File: src/rtl/cfg_loader_pkg.sv
// cfg_loader_pkg
//   Shared types for the configuration chain loader: FSM state encoding and
//   the elaboration-parameter sanity helper used by the loader's assertion.
//   No ports.
package cfg_loader_pkg;

  localparam int STATE_W = 3;

  typedef enum logic [STATE_W-1:0] {
    ST_IDLE   = 3'd0,
    ST_PRESET = 3'd1,
    ST_LOAD   = 3'd2,
    ST_CHECK  = 3'd3,
    ST_DONE   = 3'd4
  } state_t;

  // The chain must hold a whole number of words, otherwise the last word
  // would be split across the end of the chain.
  function automatic bit chain_len_ok(input int chain_len, input int word_w);
    return (word_w > 0) && (chain_len > 0) && ((chain_len % word_w) == 0);
  endfunction

endpackage

File: src/rtl/cfg_chain_loader_if.sv
// cfg_chain_loader_if
//   Valid/ready word stream from the bitstream source into the loader.
//   Parameter: WORD_W  word width
//   Signals:   in_data  [WORD_W]  configuration word (source -> loader)
//              in_valid           in_data valid     (source -> loader)
//              in_ready           loader accepts    (loader -> source)
//   Modports:  master = source side, slave = loader side.
interface cfg_chain_loader_if #(
  parameter int WORD_W = 8
);
  logic [WORD_W-1:0] in_data;
  logic              in_valid;
  logic              in_ready;

  modport master (output in_data, output in_valid, input in_ready);
  modport slave  (input in_data, input in_valid, output in_ready);
endinterface

File: src/rtl/cfg_word_serializer.sv
// cfg_word_serializer
//   Holds one configuration word and shifts it LSB-first onto the chain.
//   Ports: clk, rst        clock, synchronous active-high reset
//          load, word      capture word (allowed when empty or on last bit)
//          full            a word is being shifted this cycle
//          last_bit        current cycle shifts the word's final bit
//          chain_d         serial data to chain head (flop output)
//          chain_e         chain shift enable (flop output)
module cfg_word_serializer #(
  parameter int WORD_W = 8
) (
  input  logic              clk,
  input  logic              rst,
  input  logic              load,
  input  logic [WORD_W-1:0] word,
  output logic              full,
  output logic              last_bit,
  output logic              chain_d,
  output logic              chain_e
);

  localparam int BW = (WORD_W > 1) ? $clog2(WORD_W) : 1;

  logic [WORD_W-1:0] shreg;
  logic [BW-1:0]     bitcnt;

  assign last_bit = full && (bitcnt == BW'(WORD_W - 1));
  // The register is zeroed whenever it empties, so bit 0 is already 0 while
  // the chain holds and chain_d can come straight off the flop.
  assign chain_d  = shreg[0];
  assign chain_e  = full;

  always_ff @(posedge clk) begin
    if (rst) begin
      full   <= 1'b0;
      shreg  <= '0;
      bitcnt <= '0;
    end else if (load) begin
      full   <= 1'b1;
      shreg  <= word;
      bitcnt <= '0;
    end else if (full) begin
      if (last_bit) begin
        full   <= 1'b0;
        shreg  <= '0;
        bitcnt <= '0;
      end else begin
        shreg  <= shreg >> 1;
        bitcnt <= bitcnt + 1'b1;
      end
    end
  end

endmodule

File: src/rtl/cfg_chain_loader.sv
// cfg_chain_loader
//   Presets the fabric configuration chain to ones, then serialises incoming
//   words LSB-first onto it using the shared chain enable as shift strobe,
//   and pulses done when the whole chain has been loaded.
//   Optional build macro CFG_LOADER_CRC_EN: after the payload one extra
//   trailer word is accepted and compared with the XOR of all payload words;
//   a mismatch raises err at the done cycle. Without it err is tied low.
//   Ports: clk, rst   clock, synchronous active-high reset
//          start      begin a load (only honoured in IDLE)
//          stream     word stream, slave side (in_data/in_valid/in_ready)
//          chain_d    serial data into chain head
//          chain_e    chain shift enable
//          chain_s    chain preset, active low
//          busy       high outside IDLE
//          done       one-cycle end-of-load pulse
//          err        checksum mismatch, held until next start
//
//   state   | meaning
//   IDLE    | waiting for start
//   PRESET  | chain_s low for PRESET_CYCLES cycles
//   LOAD    | accepting words and shifting them onto the chain
//   CHECK   | waiting for the checksum trailer word (CRC build only)
//   DONE    | one-cycle done pulse
module cfg_chain_loader
  import cfg_loader_pkg::*;
#(
  parameter int CHAIN_LEN     = 64,
  parameter int WORD_W        = 8,
  parameter int PRESET_CYCLES = 2
) (
  input  logic              clk,
  input  logic              rst,
  input  logic              start,
  cfg_chain_loader_if.slave stream,
  output logic              chain_d,
  output logic              chain_e,
  output logic              chain_s,
  output logic              busy,
  output logic              done,
  output logic              err
);

  localparam int TW = $clog2(CHAIN_LEN + 1);
  localparam int PW = (PRESET_CYCLES > 1) ? $clog2(PRESET_CYCLES) : 1;

  state_t        state, state_n;
  logic [PW-1:0] pre_cnt;
  logic [TW-1:0] bits_acc;
  logic          in_ready;
  logic          start_fire;
  logic          load_fire;
  logic          words_left;
  logic          ser_full;
  logic          ser_last;

  assign start_fire      = (state == ST_IDLE) && start;
  assign words_left      = bits_acc < TW'(CHAIN_LEN);
  assign load_fire       = (state == ST_LOAD) && stream.in_valid && in_ready;
  assign stream.in_ready = in_ready;

  always_ff @(posedge clk) begin
    if (rst) state <= ST_IDLE;
    else     state <= state_n;
  end

  always_comb begin
    state_n  = state;
    in_ready = 1'b0;
    case (state)
      ST_IDLE:   if (start) state_n = ST_PRESET;
      ST_PRESET: if (pre_cnt == '0) state_n = ST_LOAD;
      ST_LOAD: begin
        // A new word may be taken while the previous one shifts its final
        // bit, which keeps chain_e continuous across word boundaries.
        in_ready = (!ser_full || ser_last) && words_left;
        if (ser_last && !words_left) begin
`ifdef CFG_LOADER_CRC_EN
          state_n = ST_CHECK;
`else
          state_n = ST_DONE;
`endif
        end
      end
`ifdef CFG_LOADER_CRC_EN
      ST_CHECK: begin
        in_ready = 1'b1;
        if (stream.in_valid) state_n = ST_DONE;
      end
`endif
      ST_DONE:   state_n = ST_IDLE;
      default:   state_n = ST_IDLE;
    endcase
  end

  // Status outputs are registered from the next state so they line up with
  // the state register and never glitch the asynchronous chain preset.
  always_ff @(posedge clk) begin
    assert (chain_len_ok(CHAIN_LEN, WORD_W) && (PRESET_CYCLES >= 1));
    if (rst) begin
      pre_cnt  <= '0;
      bits_acc <= '0;
      chain_s  <= 1'b1;
      busy     <= 1'b0;
      done     <= 1'b0;
    end else begin
      chain_s <= (state_n != ST_PRESET);
      busy    <= (state_n != ST_IDLE);
      done    <= (state_n == ST_DONE);
      if (start_fire)
        pre_cnt <= PW'(PRESET_CYCLES - 1);
      else if ((state == ST_PRESET) && (pre_cnt != '0))
        pre_cnt <= pre_cnt - 1'b1;
      if (start_fire)
        bits_acc <= '0;
      else if (load_fire)
        bits_acc <= bits_acc + TW'(WORD_W);
    end
  end

  cfg_word_serializer #(
    .WORD_W (WORD_W)
  ) u_ser (
    .clk      (clk),
    .rst      (rst),
    .load     (load_fire),
    .word     (stream.in_data),
    .full     (ser_full),
    .last_bit (ser_last),
    .chain_d  (chain_d),
    .chain_e  (chain_e)
  );

`ifdef CFG_LOADER_CRC_EN
  logic [WORD_W-1:0] csum;
  logic              trailer_fire;

  assign trailer_fire = (state == ST_CHECK) && stream.in_valid;

  always_ff @(posedge clk) begin
    if (rst) begin
      csum <= '0;
      err  <= 1'b0;
    end else if (start_fire) begin
      csum <= '0;
      err  <= 1'b0;
    end else begin
      if (load_fire)    csum <= csum ^ stream.in_data;
      if (trailer_fire) err  <= (stream.in_data != csum);
    end
  end
`else
  assign err = 1'b0;
`endif

endmodule

File: src/flat_wrapper.sv
// flat-port wrapper written by rule: the top's interface ports become plain ports
module cfg_chain_loader_flat import cfg_loader_pkg::*;
#(
  parameter int CHAIN_LEN     = 64,
  parameter int WORD_W        = 8,
  parameter int PRESET_CYCLES = 2
)
  (clk, rst, start, chain_d, chain_e, chain_s, busy, done, err, stream_in_data, stream_in_valid, stream_in_ready);
  cfg_chain_loader_if #(.WORD_W(WORD_W)) stream_i ();
  input  logic clk;
  input  logic rst;
  input  logic start;
  output logic chain_d;
  output logic chain_e;
  output logic chain_s;
  output logic busy;
  output logic done;
  output logic err;
  input wire logic [$bits(stream_i.in_data)-1:0] stream_in_data;
  input wire logic [$bits(stream_i.in_valid)-1:0] stream_in_valid;
  output wire logic [$bits(stream_i.in_ready)-1:0] stream_in_ready;
  assign stream_i.in_data = stream_in_data;
  assign stream_i.in_valid = stream_in_valid;
  assign stream_in_ready = stream_i.in_ready;
  cfg_chain_loader #(.CHAIN_LEN(CHAIN_LEN), .WORD_W(WORD_W), .PRESET_CYCLES(PRESET_CYCLES)) u_core (.clk(clk), .rst(rst), .start(start), .stream(stream_i), .chain_d(chain_d), .chain_e(chain_e), .chain_s(chain_s), .busy(busy), .done(done), .err(err));
endmodule
File: config.mk
export PLATFORM = sky130hd
export DESIGN_NAME = cfg_chain_loader_flat
export DESIGN_NICKNAME = d
export VERILOG_FILES = /design/src/rtl/cfg_loader_pkg.sv /design/src/rtl/cfg_chain_loader_if.sv /design/src/rtl/cfg_word_serializer.sv /design/src/rtl/cfg_chain_loader.sv /design/src/flat_wrapper.sv
export SDC_FILE = /design/constraint.sdc
export NUM_CORES = 1
export LEC_CHECK = 0
export CORE_MARGIN = 1.5
export CORE_UTILIZATION = 45
export DETAILED_ROUTE_END_ITERATION = 7
export GPL_ROUTABILITY_DRIVEN = 1
export PLACE_DENSITY = 0.75
export SKIP_CTS_REPAIR_TIMING = 1
export SYNTH_ARGS = -nofsm -noshare
export SYNTH_HDL_FRONTEND = slang
export SYNTH_HIERARCHICAL = 1
export SYNTH_SLANG_ARGS = --single-unit
File: constraint.sdc
create_clock -name clk -period 2.6 [get_ports clk]
set_input_delay 0.78 -clock clk [delete_from_list [all_inputs] [get_ports clk]]
set_output_delay 0.78 -clock clk [all_outputs]
set_load 0.01 [all_outputs]
Word level (Yosys, flattened, before mapping)
Cells that the tools add are included.
W data, S select, Z words.
{ "word_totals": {"register_bits": 26, "in_bits": 12} }
{ "op_classes": {"n_addsub": 3, "magnitude_cmp": 1, "eq_ne": 5, "n_mux": 14, "n_reduce_logical": 16} }
{ "op_table": {"columns": ["operator", "n"], "rows": [
  ["$mux W8", 2],
  ["$mux W3", 4],
  ["$pmux W3 S3", 1],
  ["$add A7 B4 Y7 const B", 1],
  ["$logic_and A1 B1 Y1", 7],
  ["$lt A7 B7 Y1 const B", 1],
  ["$mux W7", 1],
  ["$eq A3 B3 Y1 const B", 2],
  ["$mux W1", 6],
  ["$reduce_bool A2 Y1", 2],
  ["$reduce_or A2 Y1", 2],
  ["$add A3 B1 Y3 const B", 1],
  ["$eq A3 B1 Y1 const B", 1],
  ["$eq A3 B2 Y1 const B", 1],
  ["$logic_not A3 Y1", 1],
  ["$ne A3 B1 Y1 const B", 1],
  ["$reduce_bool A3 Y1", 1],
  ["$logic_not A1 Y1", 2],
  ["$logic_or A1 B1 Y1", 1],
  ["$sub A1 B1 Y1 const B", 1]
]} }

Depth between registers and ports, before layout
{ "logic_depth": {"word_depth": 7, "ltp_mapped": 9, "depth_no_buf": 7} }

Modules after synthesis
The synthesis kept the hierarchy.
{ "modules_own_cells": {"columns": ["mod", "instances", "cells_each", "area_each_um2", "seq_area_each_um2"], "rows": [
  ["cfg_word_serializer", 1, 63, 601.8, 240.2],
  ["cfg_chain_loader", 1, 50, 505.5, 220.2]
]} }

Worst setup path after synthesis
No wires, ideal clock.
{ "synth_timing": {"kind": "register to output", "start": "reg u_core.u_ser.bitcnt[0]", "end": "out stream_in_ready", "t_arrival_ps": 1380, "setup_slack_ps": 440, "stages_incl_launch_ff": 7, "path_cell_list": "dfxtp_1 -> ha_1 -> ha_1 -> clkbuf_1 -> and2_1 -> nor2b_1 -> nor3_1"} }
{ "synth_via": {"elab_chain_cells": 5} }
{ "synth_lines": {"columns": ["item", "line", "text"], "rows": [
  ["start, declared", "cfg_word_serializer.sv:25", "logic [BW-1:0] bitcnt;"],
  ["start signal, assigned", "cfg_word_serializer.sv:49", "bitcnt <= bitcnt + 1'b1;"],
  ["$eq A3 B3 Y1", "cfg_word_serializer.sv:27", "assign last_bit = full && (bitcnt == BW'(WORD_W - 1));"],
  ["$logic_and A1 B1 Y1", "cfg_word_serializer.sv:27", null],
  ["named net u_core.ser_last", "cfg_chain_loader.sv:54", "logic ser_last;"],
  ["$logic_or A1 B1 Y1", "cfg_chain_loader.sv:75", "in_ready = (!ser_full || ser_last) && words_left;"],
  ["$logic_and A1 B1 Y1", "cfg_chain_loader.sv:75", null],
  ["$mux W1", "cfg_chain_loader.sv:69", "case (state)"],
  ["end, declared", "flat_wrapper.sv:21", "output wire logic [$bits(stream_i.in_ready)-1:0] stream_in_ready;"]
]} }
The timed path passes the listed nets, and every way through them passes these cells.

Worst setup path in the final report
Same ends and word-level chain as after synthesis.

==> reports/results.ini <==
[global_routing]
grt_pass1_vias=781
grtUsageMet1_pct=17.5
grt_util_all_layers_pct=15.9
busiest_layer=met2
met3_usage_pct=3.43
grt_max_degree=23
use_met2_pct=29.0
antenna_found_initial=0
overflow=0
grt_pass1_wl_um=3280

[critical_path]
r2r_slack_ns=0.63
reg2reg_from=u_core/u_ser/bitcnt[0]
cpPeakStageDelay_ns=0.34
crit_path_top_delay_cell=dfxtp_1
worstSetupPathType=flop to output pin
critical_path.most_common_cell=ha_1
endpoint_kind=output pin
arrival_ns=1.57
r2r_cells=9
crit_required_ns=1.82
cp-start-kind=flop
cp_cell_sequence=ha_1 > ha_1 > and2_1 > nor2b_1 > nor3_1 > dlymetal6s2s_1
crit_fanout=3
r2r-end=u_core/u_ser/shreg[7]

[synth]
yosys.area.top_type=dfxtp_1
synth_ff_type=dfxtp_1
syn_avg_cell_area_um2=9.80
synth.area.top_cells=dfxtp_1 (42%), nand2b_1 (5.6%), a311oi_1 (5.5%), nand3b_1 (5.4%), nor2b_1 (4.5%)
synthCells=113
synth_cell_types=34
ys_warn_count=6
yosysSeqAreaShare_pct=41.6
synthTopCellsByCount=dfxtp_1 (23), nand2b_1 (10), nand3b_1 (8), nor2b_1 (8), a311oi_1 (7)
synth-seq-cells=23
synth.cell_area_um2=1110
syn_nets=128
synth_edf_count=0
synth_most_common_cell=dfxtp_1
netlist.area_leader.share_pct=41.6
ys_async_sr_fraction_pct=0

[finish]
antennaDiodeCount=0
syn_to_final_growth_pct=20.6
drive_gt1_share_pct=12.2
final_area_um2=1340
fillCellCount=200
fin_nets=147

[routing]
final_antenna_net_count=0
firstDrtPassIters=4
routedWlPerCell_um=12.2
initialDrtViolationCount=4
wl_um=1940
drc=0
num_vias=868
vias_per_cell=5.46

[placement]
dp.final_hpwl_um=1410
dpl_cell_area_um2=1310
io_buffers=17
gp_congestion=0.698
dp_slack_ns=0.243

[floorplan]
pin_count=19
die_w_um=52.6
core_um2=2280
rows=17
initial_core_util_pct=48.7
die-area_um2=2770
die_y_um=52.6

[clock_network]
clk_pin_slew_ns=0.13
worstSkewPairLatency_ns=0.31
htreeDepth=1
cts_buffers=3
cts_root_buf=clkbuf_4
clock_path_buffers=2
tritoncts=done
cts_sinks=23

[timing]
layout_setup_ws_ns=0.246
final.setup_skew_ns=0.00880
finalCriticalPeriod_ns=2.35
fmax_mhz=425
setup_violations=0
relSlewSlack_pct=64.6
fin_crit_sh_pct=90.6
slew_violations=0
setup_tns_ns=0
rsz0062_at_grt=no
worst_slew_pin_slew_ns=0.530
hold_violations=0
fin_hold_ws_ns=0.499

[hold_path]
hold_start=u_core/u_ser/bitcnt[2]
hold_path.class=flop to flop
min_to=u_core/u_ser/bitcnt[2]
min_path_cells=2

[power]
ir_worst_vdd_v=0.000256
power_leakage_nw=0.504
power_w=0.000635
p_per_area_nw_per_um2=476

[run]
drv_cap=0

[outcome]
status=finished, final reports clean

[worst max-delay path, delay by kind of cell, from the launching register on]
family / cells / cell delay [ns]
adder cells (fa/ha/maj): 2 / 0.37
buffers and inverters: 1 / 0.17
flip-flops: 1 / 0.34
AND/OR/NAND/NOR: 3 / 0.37
[power breakdown]
part | leakage, nW | switching (W) | internal, W
clock | 0.0150 | 0.000104 | 0.0000599
combinational | 0.302 | 0.0000398 | 0.0000516
sequential | 0.187 | 0.0000119 | 0.000368
total | 0.504 | 0.000155 | 0.000480
[final cells by class]
type | count | area (um2) | share of cell area, %
Multi-Input combinational cell | 77 | 584 | 43.8
Sequential cell | 23 | 460 | 34.5
Timing Repair Buffer | 22 | 210 | 15.7
Tap cell | 28 | 35.0 | 2.62
Clock buffer | 4 | 26.3 | 1.97
Inverter | 5 | 18.8 | 1.41
[how the worst max path moves through the flow]
stage | start | end | slack, ns | cells past startpoint
final | u_core/u_ser/bitcnt[0] | stream_in_ready | 0.25 | 6
after global routing | u_core/u_ser/bitcnt[0] | stream_in_ready | 0.14 | 6
after CTS | u_core/u_ser/bitcnt[0] | stream_in_ready | -0.12 | 6
after detailed placement | u_core/u_ser/bitcnt[0] | stream_in_ready | 0.24 | 6
after global placement | u_core/u_ser/bitcnt[0] | stream_in_ready | 0.27 | 6
after floorplan | u_core/u_ser/bitcnt[0] | stream_in_ready | 0.44 | 6
[metrics by stage]
stage	util [%]	std cells
floorplan	-	113
global placement	57.4	155
detailed placement	57.4	155
CTS	58.5	159
global route	58.7	159
finish	58.7	159
[cell usage in the layout, fill, tap and decap left out, drive strengths merged, types with 2 or more instances in the layout]
master,count
clkbuf,4
clkdlybuf4s50,16
a311oi,7
nor2b,8
nor3,3
nor3b,5
a21oi,3
nand3b,8
ha,3
or4,2
or2,2
nand2b,10
buf,5
a211oi,4
nor2,2
or3b,3
dfxtp,23
nand2,3
inv,5
mux2i,2
mux2,2
[routing by layer]
layer  share of wire [%]  vias to the layer above  routed length [um]
li1                    -                      440                   -
met2                  51                       12                 996
met4                0.67                        0                  13
met3                 2.9                        2                  56
met1                  45                      414                 878
met5                   0                        -                   0
[cell families after synthesis]
| kind of cell | share of synthesized area (%) |
|---|---|
| multiplexers | 3.84 |
| buffers and inverters | 5.65 |
| adder cells (fa/ha/maj) | 3.39 |
| AND/OR/NAND/NOR | 32.3 |
| other | 0.339 |
| flip-flops | 41.6 |
| AO/OA/AOI/OAI | 12.9 |
[flip-flops by register name, indices dropped and copies added, names as in the netlist]
| name | flops |
|---|---|
| u_core/chain_s | 1 |
| u_core/done | 1 |
| u_core/pre_cnt | 1 |
| u_core/u_ser/chain_e | 1 |
| u_core/state | 3 |
| u_core/busy | 1 |
| u_core/u_ser/bitcnt | 3 |
| u_core/u_ser/shreg | 8 |
| u_core/bits_acc | 4 |
Note: power is estimated with default switching activity, not from simulation.
